$ cat src/rtl/colour_blob_tracker.sv
// colour_blob_tracker: thresholds an RGB565 frame stream against a colour box and
// reports the centroid of the matching pixels through a shared serial divider.
module colour_blob_tracker #(
    parameter int WIDTH = 320,
    parameter int HEIGHT = 240,
    parameter int XW = 9,
    parameter int YW = 8,
    parameter int CW = 17,
    parameter int SUM_W = 25,
    parameter logic [4:0] R_MIN = 5'd20,
    parameter logic [4:0] R_MAX = 5'd31,
    parameter logic [5:0] G_MIN = 6'd0,
    parameter logic [5:0] G_MAX = 6'd20,
    parameter logic [4:0] B_MIN = 5'd0,
    parameter logic [4:0] B_MAX = 5'd10,
    parameter int MIN_COUNT = 64
) (
    input  logic          FSM_CLK,
    input  logic          RESETN,
    input  logic [31:0]   S_TDATA,
    input  logic          S_TVALID,
    input  logic          S_FSYNC,
    input  logic          S_EOL,
    output logic          S_READY,
    output logic [XW-1:0] CX,
    output logic [YW-1:0] CY,
    output logic [CW-1:0] COUNT,
    output logic          FOUND,
    output logic          RESULT_VALID,
    output logic          FRAME_ERR
);
    localparam logic [0:0] IDLE = 1'b0, ACCUM = 1'b1;
    localparam int KW = $clog2(2 * SUM_W + 2);
    localparam int DW = (SUM_W > CW ? SUM_W : CW) + 1;
    localparam logic [KW-1:0] K_XE = KW'(SUM_W - 1);
    localparam logic [KW-1:0] K_IT = KW'(2 * SUM_W);
    localparam logic [KW-1:0] K_END = KW'(2 * SUM_W + 1);

    logic [0:0] state_q, state_d;
    logic ready_q;
    logic [XW-1:0] x_q, x_d, qx_q, qx_d, cx_q, cx_d;
    logic [YW-1:0] y_q, y_d, cy_q, cy_d;
    logic [CW-1:0] cnt_q, cnt_d, dvs_q, dvs_d, count_q, count_d, cnt_add;
    logic [SUM_W-1:0] sx_q, sx_d, sy_q, sy_d, sx_add, sy_add;
    logic [SUM_W-1:0] rem_q, rem_d, quo_q, quo_d, syh_q, syh_d, nq;
    logic [KW-1:0] k_q, k_d;
    logic busy_q, busy_d, found_q, found_d, rv_q, rv_d, err_q, err_d;
    logic acc, m, eof, start, fire, ge;
    logic [DW-1:0] sh, dv;
    logic unused_hi;

    function automatic logic in_box(input logic [5:0] v, input logic [5:0] lo, input logic [5:0] hi);
        logic [6:0] d;
        d = {1'b0, v} - {1'b0, lo};
        return d <= ({1'b0, hi} - {1'b0, lo});
    endfunction

    assign unused_hi = ^S_TDATA[31:16];
    assign acc = S_TVALID & ready_q;
    assign m = in_box({1'b0, S_TDATA[15:11]}, {1'b0, R_MIN}, {1'b0, R_MAX})
             & in_box(S_TDATA[10:5], G_MIN, G_MAX)
             & in_box({1'b0, S_TDATA[4:0]}, {1'b0, B_MIN}, {1'b0, B_MAX});
    // end-of-frame wins over a coincident FSYNC
    assign eof = acc & S_EOL & (state_q == ACCUM) & (y_q == YW'(HEIGHT - 1));
    assign start = acc & S_FSYNC & ~eof;
    assign cnt_add = cnt_q + CW'(m);
    assign sx_add = sx_q + (m ? SUM_W'(x_q) : '0);
    assign sy_add = sy_q + (m ? SUM_W'(y_q) : '0);

    always_comb begin
        state_d = state_q;
        x_d = x_q;
        y_d = y_q;
        cnt_d = cnt_q;
        sx_d = sx_q;
        sy_d = sy_q;
        err_d = 1'b0;
        fire = 1'b0;
        if (eof) begin
            fire = ~busy_q;
            err_d = busy_q;
            state_d = IDLE;
            x_d = '0;
            y_d = '0;
            cnt_d = '0;
            sx_d = '0;
            sy_d = '0;
        end else if (start) begin
            err_d = (state_q == ACCUM);
            state_d = ACCUM;
            cnt_d = CW'(m);
            sx_d = '0;
            sy_d = '0;
            x_d = S_EOL ? '0 : XW'(1);
            y_d = YW'(S_EOL);
        end else if (acc && state_q == ACCUM) begin
            cnt_d = cnt_add;
            sx_d = sx_add;
            sy_d = sy_add;
            x_d = S_EOL ? '0 : (x_q == XW'(WIDTH - 1) ? x_q : x_q + XW'(1));
            y_d = S_EOL ? y_q + YW'(1) : y_q;
        end
    end

    // restoring divider: dividend shifts out of quo_q while quotient bits shift in
    assign sh = DW'({rem_q, quo_q[SUM_W-1]});
    assign dv = DW'(dvs_q);
    assign ge = sh >= dv;
    assign nq = {quo_q[SUM_W-2:0], ge};

    always_comb begin
        busy_d = busy_q;
        k_d = k_q;
        rem_d = rem_q;
        quo_d = quo_q;
        dvs_d = dvs_q;
        syh_d = syh_q;
        qx_d = qx_q;
        cx_d = cx_q;
        cy_d = cy_q;
        count_d = count_q;
        found_d = found_q;
        rv_d = 1'b0;
        if (fire) begin
            busy_d = 1'b1;
            k_d = '0;
            rem_d = '0;
            quo_d = sx_add;
            syh_d = sy_add;
            dvs_d = cnt_add;
        end else if (busy_q) begin
            k_d = k_q + KW'(1);
            if (k_q < K_IT) begin
                rem_d = ge ? SUM_W'(sh - dv) : SUM_W'(sh);
                quo_d = nq;
            end
            if (k_q == K_XE) begin
                qx_d = nq[XW-1:0];
                quo_d = syh_q;
                rem_d = '0;
            end
            if (k_q == K_END) begin
                busy_d = 1'b0;
                rv_d = 1'b1;
                cx_d = (dvs_q == '0) ? '0 : qx_q;
                cy_d = (dvs_q == '0) ? '0 : quo_q[YW-1:0];
                count_d = dvs_q;
                found_d = dvs_q >= CW'(MIN_COUNT);
            end
        end
    end

    always_ff @(posedge FSM_CLK) begin
        if (!RESETN) begin
            state_q <= IDLE;
            ready_q <= 1'b0;
            x_q <= '0;
            y_q <= '0;
            cnt_q <= '0;
            sx_q <= '0;
            sy_q <= '0;
            busy_q <= 1'b0;
            k_q <= '0;
            rem_q <= '0;
            quo_q <= '0;
            dvs_q <= '0;
            syh_q <= '0;
            qx_q <= '0;
            cx_q <= '0;
            cy_q <= '0;
            count_q <= '0;
            found_q <= 1'b0;
            rv_q <= 1'b0;
            err_q <= 1'b0;
        end else begin
            state_q <= state_d;
            ready_q <= 1'b1;
            x_q <= x_d;
            y_q <= y_d;
            cnt_q <= cnt_d;
            sx_q <= sx_d;
            sy_q <= sy_d;
            busy_q <= busy_d;
            k_q <= k_d;
            rem_q <= rem_d;
            quo_q <= quo_d;
            dvs_q <= dvs_d;
            syh_q <= syh_d;
            qx_q <= qx_d;
            cx_q <= cx_d;
            cy_q <= cy_d;
            count_q <= count_d;
            found_q <= found_d;
            rv_q <= rv_d;
            err_q <= err_d;
        end
    end

    assign S_READY = ready_q;
    assign CX = cx_q;
    assign CY = cy_q;
    assign COUNT = count_q;
    assign FOUND = found_q;
    assign RESULT_VALID = rv_q;
    assign FRAME_ERR = err_q;
endmodule

$ cat config.mk
export PLATFORM = sky130hd
export DESIGN_NAME = colour_blob_tracker
export DESIGN_NICKNAME = d
export VERILOG_FILES = /design/src/rtl/colour_blob_tracker.sv
export SDC_FILE = /design/constraint.sdc
export NUM_CORES = 1
export LEC_CHECK = 0
export CAP_MARGIN = 20
export CORE_MARGIN = 3
export CORE_UTILIZATION = 57
export CTS_BUF_LIST = sky130_fd_sc_hd__clkbuf_8
export DETAILED_ROUTE_END_ITERATION = 12
export PLACE_DENSITY = 0.77
export SYNTH_ARGS = -nofsm -noshare
export SYNTH_HDL_FRONTEND = slang
export SYNTH_SLANG_ARGS = --single-unit
$ cat constraint.sdc
create_clock -name FSM_CLK -period 4.8 [get_ports FSM_CLK]
set_input_delay 0.96 -clock FSM_CLK [delete_from_list [all_inputs] [get_ports FSM_CLK]]
set_output_delay 0.96 -clock FSM_CLK [all_outputs]
set_load 0.02 [all_outputs]
== Yosys cells after proc, flatten, opt, wreduce, memory -nomap -nowiden ==
Cells that the tools add are included.
Storage, ports and cells
  output and inout port bits: 38
  register bits after elaboration: 231
  logic and storage cells: 100
  bits of input ports: 37
Operators by class
  equality and inequality tests: 5
  $add $sub $neg: 8
  bitwise logic cells: 12
  order comparisons: 6
  muxes and demuxes: 29
  reductions and logical operators: 18
Operator list (number)
  two-way mux 25 bit: 7
  two-way mux 9 bit: 6
  greater-or-equal comparator 26 x 17 -> 1 bit: 1
  adder 25 x 8 -> 25 bit: 1
  adder 25 x 9 -> 25 bit: 1
  subtractor 25 x 17 -> 25 bit: 1
  adder 17 x 1 -> 17 bit: 1
  greater-or-equal comparator 17 x 7 -> 1 bit (second input constant): 1
  zero test 17 bit: 1
  two-way mux 8 bit: 2
  two-way mux 1 bit: 14
  AND reduction 2 bit: 5
  adder 9 x 1 -> 9 bit (second input constant): 1
  equality test 9 bit (second input constant): 1
  adder 8 x 1 -> 8 bit (second input constant): 1
  AND 1 bit: 8
  equality test 8 bit (second input constant): 1
  nonzero test 2 bit: 4
  less-or-equal comparator 7 x 4 -> 1 bit (second input constant): 1
  adder 6 x 1 -> 6 bit (second input constant): 1
  equality test 6 x 5 -> 1 bit (second input constant): 1
  equality test 6 bit (second input constant): 1
  less-or-equal comparator 6 x 5 -> 1 bit (second input constant): 1
  < comparator 6 bit (second input constant): 1
  9 further kinds: 15

== Longest topological paths before layout ==
  depth in word-level cells: 8
  mapped depth: 17
  depth with buffers taken out: 15

== Least setup slack after synthesis ==
OpenSTA, ideal clock, no wires.
  kind: input-to-reg
  start point: input port S_TDATA[13]
  end point: register syh_q[11]
  path slack: 306 ps
  required time: 4709 ps
  setup time: 91 ps
  data arrival time: 4403 ps
  path buffers: 2
  stages on the path: 15
  path through: inv_1 ha_1 nor4b_1 o221ai_1 a211oi_1 clkbuf_1 and2_1 ha_1 a21o_1 a21oi_1 o21ai_0 a211oi_1 clkbuf_1 o21ai_0 a311oi_1
On the way
  word-level cells in the longest chain between the ends: 6
RTL lines
  from (decl): RTL line 20  | input logic [31:0] S_TDATA,
  subtractor 5 x 5 -> 6 bit: RTL line 54  | d = {1'b0, v} - {1'b0, lo};
  less-or-equal comparator 7 x 4 -> 1 bit: RTL line 55  | return d <= ({1'b0, hi} - {1'b0, lo});
  AND 1 bit: RTL line 61  | & in_box(S_TDATA[10:5], G_MIN, G_MAX)
  AND 1 bit: RTL line 62  | & in_box({1'b0, S_TDATA[4:0]}, {1'b0, B_MIN}, {1'b0, B_MAX});
  two-way mux 8 bit: RTL line 68  | assign sy_add = sy_q + (m ? SUM_W'(y_q) : '0);
  adder 25 x 8 -> 25 bit: RTL line 68
  to (signal assigned): RTL line 188  | syh_q <= syh_d;
  to (decl): RTL line 45  | logic [SUM_W-1:0] rem_q, rem_d, quo_q, quo_d, syh_q, syh_d, nq;
Every way passes these cells.
A chain may end at the register's enable or synchronous reset.

== Worst setup path in the final report ==
  start point: input port S_TDATA[13]
  end point: register sx_q[21]
On the way
  word-level cells in the longest chain between the ends: 6
RTL lines
  subtractor 5 x 5 -> 6 bit: RTL line 54
  less-or-equal comparator 7 x 4 -> 1 bit: RTL line 55
  AND 1 bit: RTL line 61
  AND 1 bit: RTL line 62
  two-way mux 9 bit: RTL line 67  | assign sx_add = sx_q + (m ? SUM_W'(x_q) : '0);
  adder 25 x 9 -> 25 bit: RTL line 67
  to (signal assigned): RTL line 160  | sx_q <= '0;
  to (signal assigned): RTL line 181  | sx_q <= sx_d;
  to (decl): RTL line 44  | logic [SUM_W-1:0] sx_q, sx_d, sy_q, sy_d, sx_add, sy_add;
Every way passes these cells.

==> results.md <==
- CTS root buffer: clkbuf_8
- Die area: 22600 um^2
- Detailed router's first-iteration violation count: 643
- GRT Resource Usage Total: 0.249
- Register bit count reported by yosys: 231
- # port buffers: 58
- Slew headroom: 0.449
- Synthesized Nets: 1599
- Core Box Area: 20400 um^2
- TritonCTS clock tree: built
- Setup Skew: 0.0165 ns
- Final min period: 4.39 ns
- Routing usage on met3: 0.0406
- Final Hold Vio Count: 0
- Most frequent cells in the layout: 250 x nand2_1, 231 x dfxtp_1, 155 x nor2_1, 138 x a21oi_1, 92 x xnor2_1
- Top FF cell, synth: dfxtp_1
- Clk sink count: 231
- Setup CP Type: input port to register
- GPL Wtd Cong: 0.912
- Async SR Flop Fraction: 0
- Global-route wire length before repair: 47.1 mm
- Total power per unit cell area: 281 nW/um^2
- Site row count: 52
- Clock buffer depth: 3
- # resized after CTS: 0
- Met1 usage: 0.319
- Switch Pwr: 0.853 mW
- Num CTS Buffers: 39
- Hold WC Path Type: register to register
- Worst-margin pin slew: 0.821 ns
- Fmax: 228 MHz
- Core Util, Final: 0.664
- CP Cell Sequence: clkdlybuf4s50_1 > inv_1 > ha_1 > nor4b_1 > o221ai_1 > a211oi_2 > buf_4 > and2_1 > ha_1 > a21o_1 > nand4_1 > a311oi_1 > o2111ai_1 > buf_4 > nor3_1 > xnor2_1 > nor2_1
- Power Internal: 2.95 mW
- Vias per cell: 5.72
- Largest net degree at the start of global routing: 49
- Max VDD drop: 0.186 mV
- Clock power frac: 0.472
- GRT overflow: 0
- Die Y: 150 um
- Post-synth top area cell: dfxtp_1
- Synth top area cells: dfxtp_1 39%, nand2_1 7.9%, xnor2_1 6.8%
- Hold_buf cts: 0
- CP delay by family, top: compound AO/OA/AOI/OAI gates
- Worst-skew pair later-pin latency: 0.53 ns
- # setup viols final: 0
- Delay of the slowest cell on the worst path: 0.66 ns
- Leading cell type in the layout, fill and taps excluded: nand2_1
- Mean area per synthesized cell: 7.81 um^2
- Reg power frac: 0.506
- Max Slew Vio Count: 0
- RSZ-0062 raised after global routing: false
- Yosys warns: 0
- DRT Pass-1 Iters: 5
- Routed via count: 10637
- Max-cap violations: 0
- Starting Density: 0.582
- Required time of the critical path: 5.21 ns
- Outcome: finished, final reports clean
- WL final: 27.9 mm
- Layout cells sized above 1: 0.0712
- CP max stage cell: a311oi_1
- FF-to-FF setup slack: 1.60 ns
- Initial antenna violation count: 0
- Cell variety after synth: 57
- CP Data Arrival Time: 4.80 ns
- Die width: 150 um
- Final nets: 1641
- Fin crit share: 0.914
- Post-Syn Instances: 1517
- CTS H-tree lvls: 2
- Number of synthesized flops with an enable pin: 0
- Layout area overhead: 14.1%
- GR peak layer: met2
- M2 GR Usage: 0.417
- DRT antenna net count: 0
- Part of the Yosys area used for sequential elements: 0.390
- Worst Path Max Fanout: 19
- Vias in the first global route: 10178
- Setup Buffers After CTS: 0
- IO Pins: 75
- Detail Placement HPWL: 19.3 mm
- Switch share: 0.224
- CP Capture Type: register
- Logic pwr share: 0.022
- Remaining DRCs: 0
- Reg clk slew, reported paths: 0.06 ns
- Routed wire per std cell: 15.0 um
- Crit path buf inv count: 4
- Post-synth top area share: 0.390
- Leakage: 4.77 nW
- Ant. Diodes: 0
- Mapped cell area: 11900 um^2
- CP startpoint kind: input port
- Power consumption: 3.80 mW
[final timing paths]
path / end / startpoint / cells past startpoint
min reg2reg: qx_q[4]$_SDFFE_PN0P_ / qx_q[4]$_SDFFE_PN0P_ / 2
max reg2reg: rem_q[9]$_SDFFE_PP0P_ / rem_q[16]$_SDFFE_PP0P_ / 8
max: sx_q[21]$_SDFFE_PP0P_ / S_TDATA[13] / 17
min: qx_q[4]$_SDFFE_PN0P_ / qx_q[4]$_SDFFE_PN0P_ / 2
[cells by family after synthesis]
| kind of cell | after synthesis | share of synthesized area |
|---|---|---|
| adders and majority gates | 45 | 0.0494 |
| muxes | 4 | 0.00338 |
| buffers and inverters | 123 | 0.0401 |
| DFF | 231 | 0.390 |
| and+or+nand+nor | 619 | 0.235 |
| AOI/OAI and AO/OA | 367 | 0.187 |
| xor gates and xnor gates | 128 | 0.0946 |
[synthesized netlist by cell type (4+ instances only)]
cell      number
a31oi_1       23
o21bai_1       6
or3_1         19
o211ai_1      10
or2_2          6
o21a_1         7
nand2b_1       5
nand3_1       60
mux2i_1        4
nor2_1       156
nor4_1        18
ha_1          42
and3_1        12
nor4b_1        4
nand4_1       16
nand2_1      250
o21ai_0       91
xnor2_1       92
clkbuf_1      78
dfxtp_1      231
a22o_1        25
a21oi_1      138
a211oi_1      27
nor3_1        33
inv_1         37
and2_1        21
a21o_1        15
xor2_1        36
nor2b_1        4
[registers in the layout, summed over array words and instances, names as in the netlist, 8 cells and up]
| signal | cells |
|---|---|
| quo_q | 25 |
| rem_q | 25 |
| sx_q | 25 |
| sy_q | 25 |
| syh_q | 25 |
| COUNT | 17 |
| cnt_q | 17 |
| dvs_q | 17 |
| CX | 9 |
| qx_q | 9 |
| x_q | 9 |
| CY | 8 |
| y_q | 8 |
[layout make-up]
type / instances / area [um^2]
Clock inverter: 16 / 70.1
Inverter: 37 / 139
Timing Repair Buffer: 87 / 811
Fill cell: 1744 / 6840
Sequential cell: 231 / 4620
Multi-Input combinational cell: 1163 / 6800
Clock buffer: 54 / 743
Tap cell: 270 / 338
[through the flow]
step	setup WS [ns]	cells	area, um^2	hold slack (ns)	TNS (ns)
floorplan	0.306	1517	11900	0.432	0
detailed placement	-0.0478	1788	12700	0.447	-0.108
CTS	0.487	1858	13500	0.455	0
global placement	-0.0218	1788	12700	0.441	-0.0668
finish	0.412	1858	13500	0.450	0
global route	0.133	1858	13500	0.470	0
[metal layers]
layer | share of wire | vias to the layer above | wire length, um
met2 | 0.46 | 282 | 12700
met1 | 0.45 | 4918 | 12700
met5 | 0 | - | 0
li1 | - | 5360 | -
met3 | 0.054 | 77 | 1520
met4 | 0.036 | 0 | 1010
[worst register-to-register path, cell delays in order (launching register included)]
cell,delay (ns)
dfxtp_1,0.40
or4_4,0.58
or4_1,0.48
a211oi_2,0.25
nor3b_4,0.67
buf_4,0.37
and2_1,0.16
a31oi_1,0.04
o21ai_0,0.15
[power groups by stage]
| stage | registers [mW] | clock network, mW | logic [mW] |
|---|---|---|---|
| 2_1_floorplan | 1.96 | 0 | 0.0423 |
| 6_report | 1.92 | 1.79 | 0.0844 |
| 5_1_grt | 1.92 | 1.92 | 0.0915 |
| 3_5_place_dp | 1.96 | 0 | 0.0839 |
| 3_3_place_gp | 1.96 | 0 | 0.0828 |
| 4_1_cts | 1.92 | 1.83 | 0.0841 |
Power figures use the tool's default switching activity.
